===== src/rtl/log_posterior_accumulator_if.sv =====
// ----------------------------------------------------------------------------
// log_posterior_accumulator_if
// Groups the handshake and data signals of the log-posterior accumulator.
//   start      : one-cycle pulse that begins a new inference
//   in_valid   : proba_in carries one observation
//   in_ready   : accumulator accepts an observation this cycle
//   proba_in   : N_CLASS packed M-bit log-likelihood terms, class c at [c*M +: M]
//   out_valid  : final sums and winner are available
//   out_ready  : consumer takes the result
//   sum_out    : N_CLASS packed M-bit accumulated sums
//   sat_flags  : bit c set when class c saturated during this inference
//   winner     : index of the class with the smallest sum
// The slave modport is the accumulator side. The master modport is the
// producer/consumer side.
// ----------------------------------------------------------------------------
interface log_posterior_accumulator_if #(
  parameter int M       = 8,
  parameter int N_CLASS = 4
);
  localparam int WW = (N_CLASS > 1) ? $clog2(N_CLASS) : 1;

  logic                   start;
  logic                   in_valid;
  logic                   in_ready;
  logic [N_CLASS*M-1:0]   proba_in;
  logic                   out_valid;
  logic                   out_ready;
  logic [N_CLASS*M-1:0]   sum_out;
  logic [N_CLASS-1:0]     sat_flags;
  logic [WW-1:0]          winner;

  modport master (
    output start, in_valid, proba_in, out_ready,
    input  in_ready, out_valid, sum_out, sat_flags, winner
  );

  modport slave (
    input  start, in_valid, proba_in, out_ready,
    output in_ready, out_valid, sum_out, sat_flags, winner
  );
endinterface


===== src/rtl/log_posterior_accumulator.sv =====
// ----------------------------------------------------------------------------
// log_posterior_accumulator
// Accumulates N_OBS log-likelihood terms per class for N_CLASS classes in
// parallel. Every addition saturates to all-ones, and a per-class sticky flag
// records whether saturation occurred. After the last observation the block
// presents the sums, the flags and the index of the smallest sum through a
// valid/ready handshake.
//   clk : clock. All state changes on the rising edge.
//   rst : synchronous, active-high reset. It returns the block to IDLE and
//         clears all state.
//   bus : log_posterior_accumulator_if.slave. The signal descriptions are in
//         the interface file.
// Behaviour:
//   IDLE -> ACC on start.
//   ACC accepts beats. A start in ACC restarts the inference and discards any
//   beat presented in the same cycle.
//   ACC -> DONE on the beat that completes the N_OBS-th observation.
//   DONE -> IDLE on out_valid & out_ready. While in DONE, start and in_valid
//   are ignored.
// ----------------------------------------------------------------------------
module log_posterior_accumulator #(
  parameter int M       = 8,
  parameter int N_CLASS = 4,
  parameter int N_OBS   = 4
) (
  input logic                          clk,
  input logic                          rst,
  log_posterior_accumulator_if.slave   bus
);

  localparam int CW = $clog2(N_OBS + 1);
  localparam int WW = (N_CLASS > 1) ? $clog2(N_CLASS) : 1;

  typedef enum logic [1:0] {
    IDLE = 2'd0,
    ACC  = 2'd1,
    DONE = 2'd2
  } state_t;

  state_t               state_r;
  state_t               state_s;
  logic [M-1:0]         acc_r   [N_CLASS];
  logic [M-1:0]         acc_s   [N_CLASS];
  logic [N_CLASS-1:0]   sat_r;
  logic [N_CLASS-1:0]   sat_s;
  logic [CW-1:0]        cnt_r;
  logic [CW-1:0]        cnt_s;
  logic                 in_ready_r;
  logic                 out_valid_r;
  logic                 clear_s;
  logic                 acc_en_s;
  logic [M:0]           sum_w_s;
  logic [N_CLASS*M-1:0] sum_flat_s;
  logic [M-1:0]         best_val_s;
  logic [WW-1:0]        best_idx_s;

  // Saturating add. Bit M of the result is the saturation indicator, and the
  // low M bits hold the clamped sum.
  function automatic logic [M:0] sat_add(input logic [M-1:0] a, input logic [M-1:0] b);
    logic [M:0] s;
    s = {1'b0, a} + {1'b0, b};
    if (s[M]) begin
      sat_add = {1'b1, {M{1'b1}}};
    end else begin
      sat_add = {1'b0, s[M-1:0]};
    end
  endfunction

  // Next-state logic. This block also decides whether to clear the
  // accumulators or to accept a beat.
  always_comb begin
    state_s  = state_r;
    clear_s  = 1'b0;
    acc_en_s = 1'b0;
    case (state_r)
      IDLE: begin
        if (bus.start) begin
          clear_s = 1'b1;
          state_s = ACC;
        end else begin
          state_s = IDLE;
        end
      end
      ACC: begin
        // A restart takes priority over a beat in the same cycle.
        if (bus.start) begin
          clear_s = 1'b1;
          state_s = ACC;
        end else if (bus.in_valid) begin
          acc_en_s = 1'b1;
          if (cnt_r == CW'(N_OBS - 1)) begin
            state_s = DONE;
          end else begin
            state_s = ACC;
          end
        end else begin
          state_s = ACC;
        end
      end
      DONE: begin
        if (bus.out_ready) begin
          state_s = IDLE;
        end else begin
          state_s = DONE;
        end
      end
      default: begin
        state_s = IDLE;
      end
    endcase
  end

  // Accumulator, sticky-flag and observation-counter update.
  always_comb begin
    acc_s   = acc_r;
    sat_s   = sat_r;
    cnt_s   = cnt_r;
    sum_w_s = {(M + 1){1'b0}};
    if (clear_s) begin
      for (int c = 0; c < N_CLASS; c++) begin
        acc_s[c] = {M{1'b0}};
      end
      sat_s = {N_CLASS{1'b0}};
      cnt_s = {CW{1'b0}};
    end else if (acc_en_s) begin
      for (int c = 0; c < N_CLASS; c++) begin
        sum_w_s  = sat_add(acc_r[c], bus.proba_in[c*M +: M]);
        acc_s[c] = sum_w_s[M-1:0];
        sat_s[c] = sat_r[c] | sum_w_s[M];
      end
      cnt_s = cnt_r + CW'(1);
    end else begin
      cnt_s = cnt_r;
    end
  end

  // State, datapath and handshake-output registers. The handshake outputs
  // are registered from the next state, so they have no combinational path
  // from in_valid or out_ready.
  always_ff @(posedge clk) begin
    if (rst) begin
      state_r     <= IDLE;
      sat_r       <= {N_CLASS{1'b0}};
      cnt_r       <= {CW{1'b0}};
      in_ready_r  <= 1'b0;
      out_valid_r <= 1'b0;
      for (int c = 0; c < N_CLASS; c++) begin
        acc_r[c] <= {M{1'b0}};
      end
    end else begin
      state_r     <= state_s;
      sat_r       <= sat_s;
      cnt_r       <= cnt_s;
      in_ready_r  <= (state_s == ACC);
      out_valid_r <= (state_s == DONE);
      for (int c = 0; c < N_CLASS; c++) begin
        acc_r[c] <= acc_s[c];
      end
    end
  end

  // Minimum search over the registered sums. The strict less-than keeps the
  // lowest index when sums tie.
  always_comb begin
    best_val_s = acc_r[0];
    best_idx_s = {WW{1'b0}};
    for (int c = 1; c < N_CLASS; c++) begin
      if (acc_r[c] < best_val_s) begin
        best_val_s = acc_r[c];
        best_idx_s = WW'(c);
      end else begin
        best_val_s = best_val_s;
      end
    end
  end

  // Packing of the per-class accumulators onto the flat output bus.
  always_comb begin
    sum_flat_s = {(N_CLASS * M){1'b0}};
    for (int c = 0; c < N_CLASS; c++) begin
      sum_flat_s[c*M +: M] = acc_r[c];
    end
  end

  assign bus.in_ready  = in_ready_r;
  assign bus.out_valid = out_valid_r;
  assign bus.sum_out   = sum_flat_s;
  assign bus.sat_flags = sat_r;
  assign bus.winner    = best_idx_s;

endmodule


===== src/flat_wrapper.sv =====
// flat-port wrapper written by rule: the top's interface ports become plain ports
module log_posterior_accumulator_flat 
#(
  parameter int M       = 8,
  parameter int N_CLASS = 4,
  parameter int N_OBS   = 4
)
  (clk, rst, bus_start, bus_in_valid, bus_proba_in, bus_out_ready, bus_in_ready, bus_out_valid, bus_sum_out, bus_sat_flags, bus_winner);
  log_posterior_accumulator_if #(.M(M), .N_CLASS(N_CLASS)) bus_i ();
  input logic clk;
  input logic rst;
  input wire logic [$bits(bus_i.start)-1:0] bus_start;
  input wire logic [$bits(bus_i.in_valid)-1:0] bus_in_valid;
  input wire logic [$bits(bus_i.proba_in)-1:0] bus_proba_in;
  input wire logic [$bits(bus_i.out_ready)-1:0] bus_out_ready;
  output wire logic [$bits(bus_i.in_ready)-1:0] bus_in_ready;
  output wire logic [$bits(bus_i.out_valid)-1:0] bus_out_valid;
  output wire logic [$bits(bus_i.sum_out)-1:0] bus_sum_out;
  output wire logic [$bits(bus_i.sat_flags)-1:0] bus_sat_flags;
  output wire logic [$bits(bus_i.winner)-1:0] bus_winner;
  assign bus_i.start = bus_start;
  assign bus_i.in_valid = bus_in_valid;
  assign bus_i.proba_in = bus_proba_in;
  assign bus_i.out_ready = bus_out_ready;
  assign bus_in_ready = bus_i.in_ready;
  assign bus_out_valid = bus_i.out_valid;
  assign bus_sum_out = bus_i.sum_out;
  assign bus_sat_flags = bus_i.sat_flags;
  assign bus_winner = bus_i.winner;
  log_posterior_accumulator #(.M(M), .N_CLASS(N_CLASS), .N_OBS(N_OBS)) u_core (.clk(clk), .rst(rst), .bus(bus_i));
endmodule

===== config.mk =====
export PLATFORM = sky130hd
export DESIGN_NAME = log_posterior_accumulator_flat
export DESIGN_NICKNAME = d
export VERILOG_FILES = /design/src/rtl/log_posterior_accumulator_if.sv /design/src/rtl/log_posterior_accumulator.sv /design/src/flat_wrapper.sv
export SDC_FILE = /design/constraint.sdc
export NUM_CORES = 1
export LEC_CHECK = 0
export ABC_AREA = 0
export CORE_MARGIN = 2
export CORE_UTILIZATION = 55
export CTS_CLUSTER_DIAMETER = 120
export DETAILED_ROUTE_END_ITERATION = 8
export GPL_TIMING_DRIVEN = 0
export PLACE_DENSITY = 0.95
export RECOVER_POWER = 100
export REMOVE_ABC_BUFFERS = 1
export SKIP_CTS_REPAIR_TIMING = 1
export SYNTH_ARGS = -nofsm -noshare
export SYNTH_HDL_FRONTEND = slang
export SYNTH_SLANG_ARGS = --single-unit

===== constraint.sdc =====
create_clock -name clk -period 9.51 [get_ports clk]
set_input_delay 0.951 -clock clk [delete_from_list [all_inputs] [get_ports clk]]
set_output_delay 0.951 -clock clk [all_outputs]
set_load 0.01 [all_outputs]

[Word level (Yosys, flattened, before mapping)]
Index checks and enable logic that the tools add are counted.
Operators by class
  add/subtract/negate cells: 5
  magnitude comparators: 3
  equal/unequal tests: 5
  muxes and demuxes: 28
  bitwise operators: 4
  reductions and logical operators: 3
Operator list (number)
  $mux 9: 12
  $add 8x8->9: 4
  $lt 8x8->1: 3
  $mux 8: 2
  $mux 2: 6
  $mux 1: 7
  $pmux 2 s3: 1
  $eq 2x1->1 const B: 2
  $eq 2x2->1 const B: 2
  $or 1x1->1: 4
  $reduce_or 2->1: 2
  $add 3x1->3 const B: 1
  $eq 3x2->1 const B: 1
  $logic_not 2->1: 1
Word-level totals
  register bits: 43
  input port bits: 37
  output and inout port bits: 40
  word-level logic and storage cells: 57

[Depth between registers and ports, before layout]
Gate-level depths: netlist of run 1.
  word-level depth: 6
  mapped depth: 21
  depth with buffers taken out: 20

[Least setup slack after synthesis of run 1]
Ideal clock, no wire load.
  path kind: register to output
  from: reg u_core.acc_r (netlist bit u_core.bus.sum_out[2])
  to: out bus_winner[1]
  arrival: 4.431 ns
  required time: 8.559 ns
  slack: 4.128 ns
  stages on the path, launching flop included: 22
  path buffers: 1
  cell sequence: dfxtp_1 -> inv_1 -> ha_1 -> a211oi_1 -> o21ai_1 -> a21oi_4 -> buf_2 -> nor2_1 -> a21oi_1 -> ha_1 -> a21oi_1 -> nor2_1 -> a211oi_1 -> o31a_1 -> a31oi_4 -> mux2_2 -> ha_1 -> a21o_1 -> a21o_1 -> a211oi_1 -> inv_1 -> o21ai_0
On the way
  longest elaborated chain between the ends: 6
  elaborated cells on any way between the ends: 7
  those cells by class: order compare (3); mux (4)
Ends and longest elaborated chain
  from (decl): line log_posterior_accumulator.sv:42  | logic [M-1:0] acc_r [N_CLASS];
  from (signal, indexed assignment): line log_posterior_accumulator.sv:148  | acc_r[c] <= {M{1'b0}};
  from (signal, indexed assignment): line log_posterior_accumulator.sv:157  | acc_r[c] <= acc_s[c];
  $lt 8x8->1: line log_posterior_accumulator.sv:168  | if (acc_r[c] < best_val_s) begin
  $mux 8 *: line log_posterior_accumulator.sv:168
  $lt 8x8->1: line log_posterior_accumulator.sv:168
  $mux 8: line log_posterior_accumulator.sv:168
  $lt 8x8->1: line log_posterior_accumulator.sv:168
  $mux 2 *: line log_posterior_accumulator.sv:168
  to (decl): line flat_wrapper.sv:20  | output wire logic [$bits(bus_i.winner)-1:0] bus_winner;
Every way passes the cells marked *; elsewhere a longest branch is shown, timed or not.

[Final worst setup path of run 1]
  from: reg u_core.acc_r (netlist bit u_core.bus.sum_out[2])
  to: out bus_winner[0]
On the way
  longest elaborated chain between the ends: 6
  elaborated cells on any way between the ends: 8
  those cells by class: order compare (3); mux (5)
Ends and longest elaborated chain (line)
  $lt 8x8->1: log_posterior_accumulator.sv:168
  $mux 8: log_posterior_accumulator.sv:168
  $lt 8x8->1: log_posterior_accumulator.sv:168
  $mux 8: log_posterior_accumulator.sv:168
  $lt 8x8->1: log_posterior_accumulator.sv:168
  $mux 2 *: log_posterior_accumulator.sv:168
Marks and branches as above.

==> flow_summary.toml, run 1 <==
[route]
viasPerCell = 6.271
vias = 3405
detail-route-antenna-nets = 0
drcViolationCount = 0
firstDrtPassIters = 5
drt-initial-drc-count = 252
wire_per_inst_um = 16.39
drt_wl_total_mm = 8.900

[yosys]
synth_compound_area_share_pct = 29.30
synth-seq-cells = 43
yosys_warnings = 0
synthMuxAreaShare_pct = 2.760
synth_cells = 392
yosys-top-cells-area = "dfxtp_1 (25%), ha_1 (20%), a21oi_1 (6.3%)"
synthFlopType = "dfxtp_1"
synth.largest_area_cell = "dfxtp_1"
postSynth.asyncResetShare_pct = 0
synth_edf_count = 0
ys_types = 38
syn_area_um2 = 3400
yosys.area_share.simple_pct = 11.19
yosysSeqAreaShare_pct = 25.32
synth_top_area_share_pct = 25.32
synth-xor-area-share_pct = 4.380
synth_top_family_by_area = "compound AO/OA/AOI/OAI gates"
synth.avg_cell_area_um2 = 8.672
synth_adder_area_share_pct = 22.60

[finish]
antennaDiodeCount = 0
layout.cells.most_common_list = "ha_1 (55), nor2_1 (45), a21oi_1 (44)"
fin_area_um2 = 4334
final_nets = 563
syn2layout_area_growth_pct = 27.49
fill_cells = 442
layout_commonest_cell = "ha_1"
drive_above_1_share_pct = 3.846

[timing]
setup_viol = 0
rsz0062_at_grt = "no"
whs_ns = 0.4728
fin_crit_sh_pct = 77.31
finClkSkew_ns = 0.007682
worst_slew_pin_slew_ns = 1.809
finalMaxSlewViolations = 13
max_slew_margin_pct = -22.27
fmax_mhz = 136.0
min_period_ns = 7.352
final.setup.tns_ns = 0
hold_viol = 0

[outcome]
run_status = "complete, but fails checks"
violations = "capacitance limit, slew limit"

[die]
die_h_um = 82.62
floorplan.rows = 28
die_x_um = 82.62
pin_count = 77
start_util_pct = 57.08
design.die.area_um2 = 6826
core_um2 = 5956

[clock_network]
cts_num_sinks = 43
cts-root-buf = "clkbuf_8"
cts_tree = "yes"
htree_levels = 2
cts_max_path_buffers = 2
cts.clk_slew.worst_paths_ns = 0.08
cts_buffers = 5
clk-insertion-delay-late_ns = 0.30

[power]
powerDensity_nw_per_um2 = 107.9
cellLeakagePower_nw = 1.941
finalPower_mw = 0.4675
ir_worst_vdd_uv = 62.46

[setup_path]
path_class = "reg2out"
end_kind = "output pin"
worst_ep_required_time_ns = 8.56
crit_chain = "inv_1 -> ha_1 -> a211oi_1 -> o21ai_1 -> a21oi_1 -> a21oi_1 -> ha_1 -> a21oi_1 -> nor2_1 -> a211oi_1 -> o31a_1 -> a31oi_4 -> mux2_2 -> ha_1 -> a21o_1 -> a21o_1 -> a211oi_1 -> a31o_2 -> o2bb2ai_1 -> dlygate4sd3_1"
cp.arrival_ns = 6.40
cpPeakStageDelay_ns = 0.90
crit_fanout = 16
cp-start-kind = "flip-flop"
crit_buf_inv = 2
cpLargestDelayFamily = "compound AO/OA/AOI/OAI gates"
slowest_stage = "a21oi_1"

[global_route]
antenna_found_initial = 0
track_usage_pct = 27.17
grt_pass1_vias = 3275
globalRoute.totalOverflow = 0
grt_max_degree = 26
grt_pass1_wl_mm = 14.49

[placed_design]
dpl_cell_area_um2 = 4245
port_buffers = 76
dp_hpwl_mm = 6.859
gp_congestion = 0.8774

[hold_path]
hold_path_class = "reg2reg"

[run]
maxCapViolCount = 1
-- metal layers --
metal,vias up,global-route usage [%],wire [um]
met5,-,0,0
met4,0,11.97,252
met3,35,5.761,621
met2,157,48.55,4449
met1,1589,31.01,3577
li1,1624,-,-
-- sequential cells by signal (all words and copies together) (netlist names) --
register,count
u_core.bus.sat_flags,4
u_core.bus.in_ready,1
u_core.cnt_r,3
u_core.state_r,2
u_core.bus.sum_out,32
u_core.bus.out_valid,1
-- worst paths after layout --
kind | slack, ns | end | cells after the start | from
worst max-delay path | 2.16 | bus_winner[0] | 20 | u_core.bus.sum_out[2]$_SDFFE_PP0P_
worst min-delay path | 0.47 | u_core.bus.sat_flags[2]$_SDFFE_PP0P_ | 2 | u_core.bus.sat_flags[2]$_SDFFE_PP0P_
worst min register to register | 0.47 | u_core.bus.sat_flags[2]$_SDFFE_PP0P_ | 2 | u_core.bus.sat_flags[2]$_SDFFE_PP0P_
worst max register to register | 6.77 | u_core.bus.sum_out[28]$_SDFFE_PP0P_ | 4 | u_core.state_r[1]$_SDFF_PP0_
-- cell usage after synthesis (all sizes together), types with 2 or more instances --
| master | count |
|---|---|
| ha | 55 |
| nor2 | 45 |
| a21oi | 44 |
| dfxtp | 43 |
| inv | 31 |
| o21ai | 27 |
| a221oi | 16 |
| a21o | 15 |
| xor2 | 15 |
| a211oi | 12 |
| nor3 | 12 |
| nand2 | 9 |
| o21a | 9 |
| clkbuf | 8 |
| mux2 | 8 |
| nor2b | 5 |
| nor4bb | 5 |
| o31a | 5 |
| a311o | 4 |
| fa | 4 |
| o21bai | 4 |
| o41a | 4 |
| a31oi | 2 |
| xnor2 | 2 |
-- where the power goes --
part | internal [mW] | switching (mW) | total (mW)
registers | 0.183 | 0.00361 | 0.187
logic | 0.0553 | 0.0570 | 0.112
clock network | 0.105 | 0.0634 | 0.168
-- logic make-up (layout without fill, tap and decap cells) --
kind of cell    Yosys count  in the layout
mux                       8              8
buf+inv                  40            116
xor+xnor                 17             17
simple gates             79             79
compound gates          146            146
flops                    43             43
fa+ha+maj                59             59
-- per-stage QoR --
| stage | utilization [%] | setup WS, ns | instances |
|---|---|---|---|
| finish | 72.77 | 2.158 | 543 |
| global route | 72.77 | 1.754 | 543 |
| CTS | 73.51 | 2.870 | 543 |
| detailed placement | 71.28 | 3.230 | 535 |
| global placement | 70.84 | 3.408 | 534 |
| floorplan | - | 4.206 | 383 |
-- final cells by class --
cell class / count / area [um2] / share of cell area, %
flip-flops and latches: 43 / 860.8 / 19.86
clock inverters: 2 / 60.06 / 1.386
repair buffers: 77 / 764.5 / 17.64
clock buffers: 6 / 72.57 / 1.674
well taps: 75 / 93.84 / 2.165
multi-input cells: 309 / 2366 / 54.59
inverters: 31 / 116.4 / 2.685
-- worst reg2reg max path, delay by kind of cell, from the launching register on --
| family | cells | cell delay, ns |
|---|---|---|
| buffers and inverters | 1 | 0.54 |
| AND/OR/NAND/NOR | 1 | 1.45 |
| flip-flops | 1 | 0.34 |
| AO/OA/AOI/OAI | 2 | 0.34 |
Note: power is estimated with default switching activity, not from simulation.
==> inputs of run 2 (changes only) <==
CORE_UTILIZATION = 46   (was 55)
PLACE_DENSITY = 0.86   (was 0.95)
clock period = 6 ns   (was 9.51 ns; I/O delays follow)
==> run 2 against run 1 <==
Against the previous run: the run still ends with capacitance limit, slew limit left; largest power group unchanged; sequential share of layout area fell by 0.32 points; register-to-register slack worse by 3.4 ns; combinational power is 72% higher; clock skew about the same.
==> flow_summary.toml, run 2 (synthesis gave the netlist of run 1 again) <==
[run]
maxCapViolCount = 1

[finish]
syn2layout_area_growth_pct = 29.55
antennaDiodeCount = 0
fin_area_um2 = 4404
layout.cells.most_common_list = "ha_1 (55), nor2_1 (45), a21oi_1 (43), dfxtp_1 (43), dlygate4sd3_1 (41)"
layout_commonest_cell = "ha_1"
drive_above_1_share_pct = 5.907
largest_reg_flops = 32
final_nets = 569

[die]
core_um2 = 7214
die_h_um = 89.97
start_util_pct = 47.12
die_x_um = 89.97
floorplan.rows = 31
pin_count = 77
design.die.area_um2 = 8094

[placed_design]
post-place-ws_ns = 0.1185
gp_congestion = 0.8925
dpl_cell_area_um2 = 4275
port_buffers = 76
dp_hpwl_mm = 6.568

[setup_path]
crit_buf_inv = 4
cp.arrival_ns = 5.00
crit_fanout = 14
end_kind = "output pin"
rrSetupSlack_ns = 3.39
cp-start-kind = "flip-flop"
worst_ep_required_time_ns = 5.40
path_class = "reg2out"
crit_top_cell = "ha_1"
cpPeakStageDelay_ns = 0.38
crit_chain = "inv_1 -> ha_1 -> a211oi_1 -> o21ai_0 -> a21oi_4 -> buf_12 -> buf_4 -> a21oi_1 -> ha_1 -> a211o_1 -> o22ai_1 -> o31a_1 -> a31oi_4 -> mux2_2 -> ha_1 -> a21o_1 -> a21o_1 -> a211oi_2 -> a31o_2 -> o2bb2ai_1 -> dlymetal6s2s_1"
slowest_stage = "dfxtp_1"
cpLargestDelayFamily = "compound AO/OA/AOI/OAI gates"

[route]
detail-route-antenna-nets = 0
viasPerCell = 5.670
drt_wl_total_mm = 8.262
firstDrtPassIters = 4
wire_per_inst_um = 14.42
drt-initial-drc-count = 159
drcViolationCount = 0
vias = 3249

[clock_network]
cts_tree = "yes"
cts.clk_slew.worst_paths_ns = 0.08
cts_buffers = 5
cts_num_sinks = 43
htree_levels = 2
cts_max_path_buffers = 2
cts-root-buf = "clkbuf_8"
clk-insertion-delay-late_ns = 0.30

[outcome]
run_status = "complete, but fails checks"
violations = "capacitance limit, slew limit"

[power]
powerDensity_nw_per_um2 = 152.3
finalPower_mw = 0.6709
cellLeakagePower_nw = 1.970
ir_worst_vdd_uv = 86.40

[timing]
rsz0062_at_grt = "no"
final.setup.tns_ns = 0
fin_crit_sh_pct = 93.27
fmax_mhz = 178.7
setup_viol = 0
hold_viol = 0
finClkSkew_ns = 0.007846
worst_slew_pin_slew_ns = 1.656
timing.final.ws_setup_ns = 0.4040
max_slew_margin_pct = -11.93
finalMaxSlewViolations = 13
min_period_ns = 5.596

[global_route]
globalRoute.totalOverflow = 0
grt_pass1_wl_mm = 14.08
grt_max_degree = 26
antenna_found_initial = 0
track_usage_pct = 20.37
grt_pass1_vias = 3079

[hold_path]
hold_path_class = "reg2reg"
-- run 2: cell count changes in the layout (fill, tap and decap cells not counted), sizes merged --
cell and change:
dlygate4sd3 -1, dlymetal6s2s +2, clkinv +1, bufinv -2, clkinvlp +2, clkbuf -1, clkdlybuf4s50 -1, buf +6
-- run 2: worst paths after layout --
| path | from | to | cells past startpoint |
|---|---|---|---|
| hold / removal | u_core.cnt_r[1]$_SDFFE_PP0P_ | u_core.cnt_r[1]$_SDFFE_PP0P_ | 2 |
| hold reg to reg | u_core.cnt_r[1]$_SDFFE_PP0P_ | u_core.cnt_r[1]$_SDFFE_PP0P_ | 2 |
| setup reg to reg | u_core.state_r[1]$_SDFF_PP0_ | u_core.bus.sum_out[24]$_SDFFE_PP0P_ | 4 |
| setup / recovery | u_core.bus.sum_out[2]$_SDFFE_PP0P_ | bus_winner[0] | 21 |
-- run 2: tightest hold or removal path, stage by stage, from the launching register on --
cell and delay (ns):
dfxtp_1 0.32, nand2_1 0.06, a21oi_1 0.06
-- run 2: metal layers --
metal | part of all wire (%) | global-route usage (%)
met5 | 0 | 0
met4 | 1.5 | 4.872
met3 | 4.4 | 3.521
met2 | 50 | 35.92
met1 | 44 | 25.99
-- run 2: where the power goes --
group / internal (mW) / switching, mW
logic: 0.102 / 0.0916
clock network: 0.0810 / 0.101
registers: 0.290 / 0.00562
-- run 2: cell type report --
type,count,area (um2)
well taps,99,123.9
clock inverters,3,20.02
flip-flops and latches,43,860.8
inverters,31,116.4
fillers,649,2810
multi-input cells,309,2387
repair buffers,83,827.0
clock buffers,5,68.82
-- run 2: through the flow --
step / std cells / hold slack [ns] / utilization (%)
3_5_place_dp: 559 / 0.4649 / 59.26
2_1_floorplan: 383 / 0.4400 / -
4_1_cts: 567 / 0.4768 / 60.49
5_1_grt: 573 / 0.5080 / 61.05
3_3_place_gp: 558 / 0.4456 / 58.90
6_report: 573 / 0.4727 / 61.05
